`config.mk`:
```
export PLATFORM = sky130hd
export DESIGN_NAME = prod_accum_flat
export DESIGN_NICKNAME = d
export VERILOG_FILES = /design/src/rtl/prod_accum_if.sv /design/src/rtl/prod_accum.sv /design/src/flat_wrapper.sv
export SDC_FILE = /design/constraint.sdc
export NUM_CORES = 1
export LEC_CHECK = 0
export ABC_CLOCK_PERIOD_IN_PS = 2820
export BUFFER_PORTS_ARGS = -buffer_cell sky130_fd_sc_hd__buf_2
export CORE_MARGIN = 2
export CORE_UTILIZATION = 30
export CTS_CLUSTER_SIZE = 14
export DETAILED_ROUTE_END_ITERATION = 10
export HOLD_SLACK_MARGIN = 0.05
export PLACE_DENSITY = 0.43
export SYNTH_ARGS = -nofsm -noshare
export SYNTH_HDL_FRONTEND = slang
export SYNTH_SLANG_ARGS = --single-unit
export TNS_END_PERCENT = 10
```
`constraint.sdc`:
```
create_clock -name clk -period 2.82 [get_ports clk]
set_input_delay 0.282 -clock clk [delete_from_list [all_inputs] [get_ports clk]]
set_output_delay 0.282 -clock clk [all_outputs]
set_load 0.01 [all_outputs]
```
`src/rtl/prod_accum_if.sv`:
```
// Product-stream / result bus for prod_accum.
//   in_valid/in_ready/in_prod/in_last   : upstream product stream
//   out_valid/out_ready/out_sum/out_cnt/out_ovf : closed-frame result
// master modport = upstream producer plus downstream consumer; slave = prod_accum.
interface prod_accum_if #(
  parameter int unsigned IN_W  = 8,
  parameter int unsigned ACC_W = 16,
  parameter int unsigned CW    = 5
);
  logic             in_valid;
  logic             in_ready;
  logic [IN_W-1:0]  in_prod;
  logic             in_last;
  logic             out_valid;
  logic             out_ready;
  logic [ACC_W-1:0] out_sum;
  logic [CW-1:0]    out_cnt;
  logic             out_ovf;

  modport slave (
    input  in_valid, in_prod, in_last, out_ready,
    output in_ready, out_valid, out_sum, out_cnt, out_ovf
  );

  modport master (
    output in_valid, in_prod, in_last, out_ready,
    input  in_ready, out_valid, out_sum, out_cnt, out_ovf
  );
endinterface

```
`src/rtl/prod_accum.sv`:
```
// prod_accum: sums an unsigned product stream into frames. A frame closes on
// in_last or after MAX_TERMS products; the result (sum, term count, overflow)
// is held until the consumer takes it via out_valid/out_ready.
// Ports:
//   clk  - rising-edge clock
//   rst  - asynchronous active-high reset
//   clr  - synchronous frame abort (also discards a pending result)
//   bus  - prod_accum_if.slave: product stream in, result out
module prod_accum #(
  parameter int unsigned IN_W      = 8,
  parameter int unsigned ACC_W     = 16,
  parameter int unsigned MAX_TERMS = 16,
  parameter int unsigned SAT       = 1
) (
  input  logic         clk,
  input  logic         rst,
  input  logic         clr,
  prod_accum_if.slave  bus
);

  localparam int unsigned CW = $clog2(MAX_TERMS + 1);
  localparam int unsigned SW = ACC_W + 1;

  typedef enum logic [1:0] {IDLE, ACCUM, HOLD} state_t;

  state_t           state_q, state_d;
  logic [ACC_W-1:0] acc_q, acc_d;
  logic [CW-1:0]    cnt_q, cnt_d;
  logic             ovf_q, ovf_d;
  logic             ovalid_q, ovalid_d;
  logic [ACC_W-1:0] osum_q, osum_d;
  logic [CW-1:0]    ocnt_q, ocnt_d;
  logic             oovf_q, oovf_d;

  logic             accept;
  logic [SW-1:0]    sum_w;
  logic             ovf_nxt;
  logic [ACC_W-1:0] acc_res;
  logic [CW-1:0]    cnt_inc;
  logic             close;

  // Ready is a pure function of state; forced low while reset is asserted.
  assign bus.in_ready  = (state_q != HOLD) && !rst;
  assign accept        = bus.in_valid && bus.in_ready;

  assign bus.out_valid = ovalid_q;
  assign bus.out_sum   = osum_q;
  assign bus.out_cnt   = ocnt_q;
  assign bus.out_ovf   = oovf_q;

  // Accumulate datapath: one extra bit captures the carry; overflow is sticky per frame.
  always_comb begin
    sum_w   = {1'b0, acc_q} + SW'(bus.in_prod);
    ovf_nxt = ovf_q | sum_w[ACC_W];
    acc_res = ((SAT != 0) && ovf_nxt) ? {ACC_W{1'b1}} : sum_w[ACC_W-1:0];
    cnt_inc = cnt_q + CW'(1);
    close   = bus.in_last || (cnt_inc == CW'(MAX_TERMS));
  end

  // Next-state and register-input logic.
  always_comb begin
    state_d  = state_q;
    acc_d    = acc_q;
    cnt_d    = cnt_q;
    ovf_d    = ovf_q;
    ovalid_d = ovalid_q;
    osum_d   = osum_q;
    ocnt_d   = ocnt_q;
    oovf_d   = oovf_q;

    if (clr) begin
      // Abort wins over accept and handshake; last result values stay visible.
      state_d  = IDLE;
      acc_d    = '0;
      cnt_d    = '0;
      ovf_d    = 1'b0;
      ovalid_d = 1'b0;
    end else begin
      case (state_q)
        IDLE, ACCUM: begin
          if (accept) begin
            if (close) begin
              osum_d   = acc_res;
              ocnt_d   = cnt_inc;
              oovf_d   = ovf_nxt;
              ovalid_d = 1'b1;
              acc_d    = '0;
              cnt_d    = '0;
              ovf_d    = 1'b0;
              state_d  = HOLD;
            end else begin
              acc_d    = acc_res;
              cnt_d    = cnt_inc;
              ovf_d    = ovf_nxt;
              state_d  = ACCUM;
            end
          end
        end
        HOLD: begin
          if (bus.out_ready) begin
            ovalid_d = 1'b0;
            state_d  = IDLE;
          end
        end
        default: state_d = IDLE;
      endcase
    end
  end

  // State and datapath registers.
  always_ff @(posedge clk or posedge rst) begin
    if (rst) begin
      state_q  <= IDLE;
      acc_q    <= '0;
      cnt_q    <= '0;
      ovf_q    <= 1'b0;
      ovalid_q <= 1'b0;
      osum_q   <= '0;
      ocnt_q   <= '0;
      oovf_q   <= 1'b0;
    end else begin
      state_q  <= state_d;
      acc_q    <= acc_d;
      cnt_q    <= cnt_d;
      ovf_q    <= ovf_d;
      ovalid_q <= ovalid_d;
      osum_q   <= osum_d;
      ocnt_q   <= ocnt_d;
      oovf_q   <= oovf_d;
    end
  end

endmodule

```
`src/flat_wrapper.sv`:
```
// flat-port wrapper written by rule: the top's interface ports become plain ports
module prod_accum_flat 
#(
  parameter int unsigned IN_W      = 8,
  parameter int unsigned ACC_W     = 16,
  parameter int unsigned MAX_TERMS = 16,
  parameter int unsigned SAT       = 1
)
  (clk, rst, clr, bus_in_valid, bus_in_prod, bus_in_last, bus_out_ready, bus_in_ready, bus_out_valid, bus_out_sum, bus_out_cnt, bus_out_ovf);
  prod_accum_if #(.IN_W(IN_W), .ACC_W(ACC_W), .CW(5)) bus_i ();
  input  logic clk;
  input  logic rst;
  input  logic clr;
  input wire logic [$bits(bus_i.in_valid)-1:0] bus_in_valid;
  input wire logic [$bits(bus_i.in_prod)-1:0] bus_in_prod;
  input wire logic [$bits(bus_i.in_last)-1:0] bus_in_last;
  input wire logic [$bits(bus_i.out_ready)-1:0] bus_out_ready;
  output wire logic [$bits(bus_i.in_ready)-1:0] bus_in_ready;
  output wire logic [$bits(bus_i.out_valid)-1:0] bus_out_valid;
  output wire logic [$bits(bus_i.out_sum)-1:0] bus_out_sum;
  output wire logic [$bits(bus_i.out_cnt)-1:0] bus_out_cnt;
  output wire logic [$bits(bus_i.out_ovf)-1:0] bus_out_ovf;
  assign bus_i.in_valid = bus_in_valid;
  assign bus_i.in_prod = bus_in_prod;
  assign bus_i.in_last = bus_in_last;
  assign bus_i.out_ready = bus_out_ready;
  assign bus_in_ready = bus_i.in_ready;
  assign bus_out_valid = bus_i.out_valid;
  assign bus_out_sum = bus_i.out_sum;
  assign bus_out_cnt = bus_i.out_cnt;
  assign bus_out_ovf = bus_i.out_ovf;
  prod_accum #(.IN_W(IN_W), .ACC_W(ACC_W), .MAX_TERMS(MAX_TERMS), .SAT(SAT)) u_core (.clk(clk), .rst(rst), .clr(clr), .bus(bus_i));
endmodule
```
==> metrics.txt, run 1 <==
outcome complete, no violations; IO Count 38; fraction of layout cells with a size suffix above 1 20.1%; Final Instance Area 3000 um^2; total negative slack 0 ps; fin crit share about 93%; Syn Inst Count around 270; most common library cells after synthesis dfrtp_1 (47), nand2_1 (29), o21ai_0 (26); endpoints failing hold 0; initial antenna violation count 0; CTS Sinks 47; number of flops mapped to enable cells by yosys 0; core region area 8220 um^2; biggest area consumer among synthesized cells dfrtp_1; CP Class flip-flop to flip-flop; Area after DPL between 2000 and 3000 um^2; number of port buffers 37; Iter 0 DRT Violations between 90 and 100; Synth Flop Type dfrtp_1; # DRC 0; Async SR Flop Fraction 100%; Yosys cell types between 40 and 50; Initial Util between 30% and 40%; CTS H-tree lvls 2; Worst-path clk slew roughly 90 ps; post-route minimum period 2620 ps; Nets about 330; Max Slew Vio Count 0; Clk Latency, worst-skew pair roughly 300 ps; power density cells 529 nW/um^2; post-route antenna net violation count 0; pin count of the biggest net entering global routing 34; Root Buffer clkbuf_8; CTS Buffer Depth 2; Max FO, Critical Path 7; cell area after synthesis 2550 um^2; CTS tree built; unrepaired setup endpoints after global routing no; Peak VDD IR approximately 0.18 mV; first-pass GRT wire length 10500 um; Slew HR 59.1%; worst hold path type primary input to flip-flop; startpoint types flip-flop; fmax about 380 MHz; Area Overhead vs Synth 17.5%; Final setup viols 0; GPL Wtd Cong 0.717; Avg WL per Cell 15.0 um; First-pass DRT Iterations 4; Min Hold Slack between 300 and 400 ps; cell with the most instances after synthesis dfrtp_1; Die Area ~9000 um^2; via count ~2.1k; sequential share of the synthesized area roughly 46%; number of synthesized register bits between 40 and 50; Num CTS Buffers 5; worst reg-to-reg setup slack approximately 200 ps; DR vias/cell between 5 and 6; Critical Path RT ~3000 ps; CP Capture Type flip-flop; Design Power around 1.6 mW; average cell area after synthesis 9.58 um^2; DRT Wirelength slightly above 6000 um; share of the synthesized area in the top cell type 46.1%; dpl hpwl 4450 um; Leakage about 1.4 nW; number of max-cap violations 0; total track usage roughly 15%; ANT cells 0; number of global-route vias before repair between 2k and 2.5k; Synth Warn # 0; die height roughly 96 um; syn nets roughly 290; Final Skew 8.17 ps; CP arrival between 2000 and 3000 ps; Slew @ Worst Pin about 600 ps; row cnt 33; fillcell total around 860; Die Wd ~96 um; main area contributors after synthesis dfrtp_1 (46%), o21ai_0 (5.1%), ha_1 (4.9%); total gr overflow 0
-- cell type report --
class                           instances  area [um^2]  share of cell area [%]
Sequential cell                        47         1180                    39.3
Timing Repair Buffer                   44          240                    8.02
Inverter                                4         15.0                   0.501
Clock inverter                          2         35.0                    1.17
Multi-Input combinational cell        205         1320                    43.9
Tap cell                              105          131                    4.39
Clock buffer                            6         82.6                    2.76
-- routing by layer --
| metal | part of all wire, % | up-vias | track usage [%] |
|---|---|---|---|
| li1 | - | 1041 | - |
| met1 | 50 | 991 | 20.9 |
| met2 | 44 | 45 | 22.5 |
| met3 | 4.8 | 10 | 3.21 |
| met4 | 1.6 | 0 | 5.12 |
| met5 | 0 | - | 0 |
-- timing repair --
item | CTS | global route
buffers inserted | 0 | 0
setup endpoints to repair | 0 | 1
endpoints found under the hold margin | 14 | 0
hold buffers | 1 | 0
resized for setup | 0 | 1
-- worst paths after layout --
path | start | to | depth (start not counted)
worst max register to register | u_core.acc_q[0] | u_core.bus.out_sum[8] | 7
max in group asynchronous | rst | u_core.bus.out_sum[8] | 4
min in group asynchronous | rst | u_core.state_q[1] | 3
worst min-delay path | bus_out_ready | u_core.state_q[1] | 3
worst min register to register | u_core.bus.out_cnt[0] | u_core.bus.out_cnt[0] | 2
worst max-delay path | u_core.acc_q[0] | u_core.bus.out_sum[8] | 7
-- critical path, stage by stage (launching register included) --
cell	delay (ps)
dfrtp_1	390
ha_1	220
fa_1	430
a211oi_1	320
o211ai_1	290
a41o_1	410
nor2_2	340
a21oi_1	110
-- kinds of logic after synthesis --
group                    synth area share, %
adder cells (fa/ha/maj)                 5.69
buffers and inverters                   2.55
multiplexers                            1.23
AO/OA/AOI/OAI                           23.8
AND/OR/NAND/NOR                         15.4
flip-flops                              46.1
XOR/XNOR                                5.15
-- cell usage in the layout (no fill, tap or decap), drive strengths merged, types with 2 or more instances in the layout --
master	count
nand3	6
nand2	29
nor3	3
o21ai	33
nor2	25
nand4	2
or3	2
inv	4
and3	4
dfrtp	47
buf	43
a22o	9
a211oi	2
ha	10
a21o	12
a31oi	3
o211ai	7
nor2b	2
clkbuf	6
mux2i	2
nand2b	2
a21boi	2
and2	2
xor2	10
xnor2	5
a21oi	20
-- state kept, by name (all words and copies together) (netlist names) --
register / flops
u_core.ovf_q: 1
u_core.cnt_q: 5
u_core.bus.out_sum: 16
u_core.state_q: 2
u_core.acc_q: 16
u_core.bus.out_valid: 1
u_core.bus.out_cnt: 5
u_core.bus.out_ovf: 1
-- report_power, final --
| group | internal (mW) | total [mW] | switching, mW |
|---|---|---|---|
| Combinational | 0.117 | 0.282 | 0.165 |
| Clock | 0.287 | 0.525 | 0.238 |
| Sequential | 0.742 | 0.777 | 0.0350 |
| Total | 1.15 | 1.58 | 0.437 |
-- metrics by stage --
| step | cells | setup slack [ps] | util (%) |
|---|---|---|---|
| 6_report | 413 | 195 | 36.5 |
| 5_1_grt | 413 | 25.7 | 36.5 |
| 4_1_cts | 413 | 131 | 36.4 |
| 3_5_place_dp | 404 | 110 | 34.8 |
| 3_3_place_gp | 404 | 210 | 34.8 |
| 2_1_floorplan | 266 | 457 | - |
Power figures use the tool's default switching activity.
==> run 2: changes to the inputs <==
==> constraint.sdc (replaced) <==
create_clock -name clk -period 2.82 [get_ports clk]
set_input_delay 0.564 -clock clk [delete_from_list [all_inputs] [get_ports clk]]
set_output_delay 0.564 -clock clk [all_outputs]
set_load 0.01 [all_outputs]
==> metrics.txt, run 2 (synthesis results as in run 1) <==
outcome complete, no violations (unchanged); Max FO, Critical Path 11 (was 7); worst-path cell chain ha_1 -> fa_1 -> a211oi_1 -> o211ai_1 -> a41oi_1 -> buf_4 -> o21ai_0 -> a22o_1 (was ha_1 -> fa_1 -> a211oi_1 -> o211ai_1 -> a41o_1 -> nor2_2 -> a21oi_1); Die Area 9250 um^2 (unchanged); CP Class flip-flop to flip-flop (unchanged); P_int 1.22 mW (was 1.15 mW); startpoint types flip-flop (unchanged); number of global-route vias before repair 2115 (was 2074); Peak VDD IR 0.185 mV (was 0.184 mV); fin crit share 86.1% (was 93.1%); critical path's top delay family compound AO/OA/AOI/OAI gates (unchanged); CTS Hold Bufs 0 (was 1); Avg WL per Cell 15.1 um (was 15.0 um); Slew HR 63.7% (was 59.1%); number of port buffers 37 (unchanged); most frequent cells in the layout dfrtp_1 (47), buf_2 (37), nand2_1 (29) (unchanged); CP max-delay cell dfrtp_1 (was fa_1); Final Skew 11.5 ps (was 8.17 ps); CTS tree built (unchanged); Critical Path RT 3010 ps (was 3000 ps); R2R cell count 8 (was 7); DRT Wirelength 6300 um (was 6210 um); Die Wd 96.2 um (unchanged); pin count of the biggest net entering global routing 26 (was 34); Iter 0 DRT Violations 51 (was 95); Clk Latency, worst-skew pair 300 ps (about the same); CTS resizes 0 (unchanged); fraction of layout cells with a size suffix above 1 21.1% (was 20.1%); worst hold path type primary input to asynchronous set/reset pin (was primary input to flip-flop); Max Slew Vio Count 0 (unchanged); total gr overflow 0 (unchanged); Setup Fix Bufs, Post-CTS 0 (unchanged); DR vias/cell 5.02 (was 5.05); fmax 412 MHz (was 381 MHz); power density cells 544 nW/um^2 (was 529 nW/um^2); DP Cell Count 410 (was 404); NetSw 0.437 mW (about the same); combinational power share 17.4% (was 17.8%); Area Overhead vs Synth 19.2% (was 17.5%); final instance count without filler cells 418 (was 413); CP Capture Type flip-flop (unchanged); CTS H-tree lvls 2 (unchanged); CP arrival 2620 ps (was 2810 ps); RR Startpoint u_core.acc_q[0] (unchanged); Root Buffer clkbuf_8 (unchanged); Worst-path clk slew 90 ps (about the same); CTS Sinks 47 (unchanged); row cnt 33 (unchanged); most common cell after layout, fill and taps aside dfrtp_1 (unchanged); die height 96.2 um (unchanged); IO Count 38 (unchanged); GPL Wtd Cong 0.765 (was 0.717); Nets 337 (was 332); Final setup viols 0 (unchanged); endpoints failing hold 0 (unchanged); first-pass GRT wire length 10600 um (was 10500 um); First-pass DRT Iterations 4 (unchanged); worst path bufs/invs 1 (was 0); post-route minimum period 2430 ps (was 2620 ps); Num CTS Buffers 5 (unchanged); critical path's largest stage delay 390 ps (was 430 ps); Slew @ Worst Pin 540 ps (was 611 ps); dpl hpwl 4540 um (was 4450 um); worst reg-to-reg setup slack 390 ps (was 200 ps); unrepaired setup endpoints after global routing no (unchanged); R2R Path End u_core.acc_q[9] (was u_core.bus.out_sum[8]); core region area 8220 um^2 (unchanged); post-route antenna net violation count 0 (unchanged); initial antenna violation count 0 (unchanged); clock share of power 35.7% (was 33.1%); # DRC 0 (unchanged); total negative slack 0 ps (unchanged); Initial Util 31.0% (unchanged); sequential power share 47.0% (was 49.1%); sw frac 26.4% (was 27.6%); CTS Buffer Depth 2 (unchanged); Leakage 1.46 nW (was 1.43 nW); ANT cells 0 (unchanged); number of max-cap violations 0 (unchanged); via count 2099 (was 2087); total track usage 14.8% (was 14.9%)
## run 2: changes by cell type in the layout (fill, tap and decap cells not counted)
cell,delta
buf_4,+6
clkbuf_1,+1
clkinv_2,-1
dlygate4sd3_1,-1
a41oi_2,-1
clkbuf_8,-1
bufinv_16,+1
a41oi_1,+1
## run 2: cell type report
| cell class | instances | area (um^2) |
|---|---|---|
| Clock buffer | 6 | 72.6 |
| Multi-Input combinational cell | 205 | 1310 |
| Tap cell | 105 | 131 |
| Fill cell | 882 | 5180 |
| Inverter | 4 | 15.0 |
| Clock inverter | 2 | 60.1 |
| Sequential cell | 47 | 1180 |
| Timing Repair Buffer | 49 | 275 |
## run 2: stage by stage
step	power, mW	setup WS (ps)	hold WS [ps]	util (%)	cell area [um^2]
2_1_floorplan	0.960	246	453	-	2550
3_3_place_gp	1.08	110	460	35.4	2910
3_5_place_dp	1.08	69.0	466	35.4	2910
4_1_cts	1.69	365	337	37.0	3040
5_1_grt	1.75	186	360	37.0	3040
6_report	1.65	392	328	37.0	3040
## run 2: worst max path at each step
stage,slack (ps),depth (start not counted),startpoint,end
after floorplan,250,8,bus_in_prod[0],u_core.acc_q[8]
after detailed placement,70,9,bus_in_prod[0],u_core.acc_q[9]
after global placement,110,9,bus_in_prod[0],u_core.acc_q[13]
after CTS,360,8,u_core.acc_q[0],u_core.acc_q[9]
final,390,8,u_core.acc_q[0],u_core.acc_q[9]
after global routing,190,8,u_core.acc_q[0],u_core.acc_q[8]
## run 2: routing by layer
metal | vias up | track usage, % | share of wire [%]
met4 | 0 | 3.57 | 0.73
met5 | - | 0 | 0
met3 | 5 | 2.43 | 3.0
met2 | 35 | 23.2 | 45
li1 | 1049 | - | -
met1 | 1010 | 21.3 | 52
## run 2: power groups by stage
stage / Clock, mW / Sequential [mW] / Combinational (mW)
after detailed placement: 0 / 0.792 / 0.292
after global routing: 0.637 / 0.788 / 0.326
after floorplan: 0 / 0.821 / 0.139
final: 0.590 / 0.777 / 0.287
after global placement: 0 / 0.790 / 0.291
after CTS: 0.615 / 0.779 / 0.293
==> run 3: changes to the inputs <==
- ABC_CLOCK_PERIOD_IN_PS: 2820 -> 2500
- clock period: 2.82 -> 2.5 ns (I/O delays scaled with it)
==> metrics.txt, run 3 (synthesis results as in run 1) <==
initial antenna violation count 0 (unchanged); worst hold path type primary input to asynchronous set/reset pin (unchanged); most common cell after layout, fill and taps aside dfrtp_1 (unchanged); Die Wd 96.2 um (unchanged); fraction of layout cells with a size suffix above 1 24.2% (was 21.1%); Iter 0 DRT Violations 66 (was 51); most frequent cells in the layout dfrtp_1 (47), buf_2 (37), nand2_1 (29) (unchanged); row cnt 33 (unchanged); # DRC 0 (unchanged); CTS H-tree lvls 2 (unchanged); Critical Path RT 2690 ps (was 3010 ps); unrepaired setup endpoints after global routing no (unchanged); post-route minimum period 2310 ps (was 2430 ps); CTS tree built (unchanged); Num CTS Buffers 5 (unchanged); via count 2112 (was 2099); IO Count 38 (unchanged); CTS Sinks 47 (unchanged); CP Class flip-flop to flip-flop (unchanged); CTS Buffer Depth 2 (unchanged); fin crit share 92.6% (was 86.1%); post-layout util 37.7% (was 37.0%); CTS resizes 0 (unchanged); final instance count without filler cells 427 (was 418); Final setup viols 0 (unchanged); startpoint types flip-flop (unchanged); Worst-path clk slew 90 ps (about the same); Setup Fix Bufs, Post-CTS 0 (unchanged); Final Skew 5.43 ps (was 11.5 ps); Min Hold Slack 123 ps (was 328 ps); ANT cells 0 (unchanged); R2R cell count 9 (was 8); endpoints failing hold 0 (unchanged); Nets 346 (was 337); post-route antenna net violation count 0 (unchanged); Area Overhead vs Synth 21.6% (was 19.2%); total gr overflow 0 (unchanged); CP Capture Type flip-flop (unchanged); number of global-route vias before repair 2111 (was 2115); Peak VDD IR 0.191 mV (was 0.185 mV); Avg WL per Cell 14.6 um (was 15.1 um); DR vias/cell 4.95 (was 5.02); Root Buffer clkbuf_8 (unchanged); first-pass GRT wire length 10500 um (was 10600 um); RR Startpoint u_core.acc_q[0] (unchanged); R2R Path End u_core.acc_q[6] (was u_core.acc_q[9]); DRT Wirelength 6240 um (was 6300 um); Slew @ Worst Pin 411 ps (was 540 ps); GPL Wtd Cong 0.786 (was 0.765); power density cells 540 nW/um^2 (was 544 nW/um^2); CTS Hold Bufs 0 (unchanged); number of max-cap violations 0 (unchanged); dpl hpwl 4480 um (was 4540 um); DP Cell Count 419 (was 410); total track usage 14.8% (about the same); die height 96.2 um (unchanged); First-pass DRT Iterations 4 (unchanged); fmax 432 MHz (was 412 MHz); Leakage 1.49 nW (was 1.46 nW); outcome complete, no violations (unchanged); worst reg-to-reg setup slack 190 ps (was 390 ps); Slew HR 72.4% (was 63.7%); pin count of the biggest net entering global routing 41 (was 26); Clk Latency, worst-skew pair 300 ps (about the same); core region area 8220 um^2 (unchanged); Max FO, Critical Path 4 (was 11); Die Area 9250 um^2 (unchanged); CP arrival 2500 ps (was 2620 ps); number of port buffers 37 (unchanged); Initial Util 31.0% (unchanged); Max Slew Vio Count 0 (unchanged)
run 3: cell types whose count changed in the layout (fill, tap and decap cells not counted), sizes merged:
cell / previous run / this run
buf: 49 / 58
bufinv: 2 / 0
clkinv: 0 / 1
clkinvlp: 0 / 1
run 3: final cells by class:
class,instances,area [um^2]
Multi-Input combinational cell,205,1320
Clock buffer,6,72.6
Fill cell,890,5120
Tap cell,105,131
Inverter,4,15.0
Timing Repair Buffer,58,368
Sequential cell,47,1180
Clock inverter,2,12.5
run 3: worst max path at each step:
stage	from	end	slack, ps	depth (start not counted)
after floorplan	bus_in_prod[0]	u_core.acc_q[8]	40	8
after global placement	bus_in_prod[0]	u_core.acc_q[6]	-30	10
after detailed placement	bus_in_prod[0]	u_core.acc_q[9]	-70	9
after CTS	u_core.acc_q[0]	u_core.acc_q[10]	170	8
after global routing	u_core.acc_q[0]	u_core.acc_q[6]	3	9
final	u_core.acc_q[0]	u_core.acc_q[6]	190	9
run 3: layer usage:
| metal | up-vias | part of all wire, % | GRT usage (%) |
|---|---|---|---|
| li1 | 1070 | - | - |
| met1 | 998 | 49 | 20.1 |
| met2 | 37 | 46 | 23.9 |
| met3 | 7 | 4.0 | 3.37 |
| met4 | 0 | 1.2 | 3.57 |
| met5 | - | 0 | 0 |
run 3: metrics by stage:
stage          total power, mW  TNS [ps]  cell area [um^2]  worst slack [ps]
4_1_cts                   1.71         0              3090               166
3_3_place_gp              1.23      -144              3010             -25.9
5_1_grt                   1.79         0              3100              2.78
6_report                  1.67         0              3100               186
2_1_floorplan             1.08         0              2560              41.8
3_5_place_dp              1.23      -758              3010             -67.3
run 3: critical path, stage by stage (launching register included):
cell and delay (ps):
dfrtp_1 390, ha_1 210, fa_2 360, a211oi_2 260, o211ai_1 150, buf_4 170
a41o_1 250, buf_4 160, nor2_1 140, o21ai_0 90
run 3: power breakdown:
part | switching (mW) | total, mW | internal, mW | leakage [nW]
sequential | 0.0375 | 0.874 | 0.837 | 0.619
clock | 0.268 | 0.464 | 0.196 | 0.0412
combinational | 0.189 | 0.334 | 0.145 | 0.833
total | 0.495 | 1.67 | 1.18 | 1.49
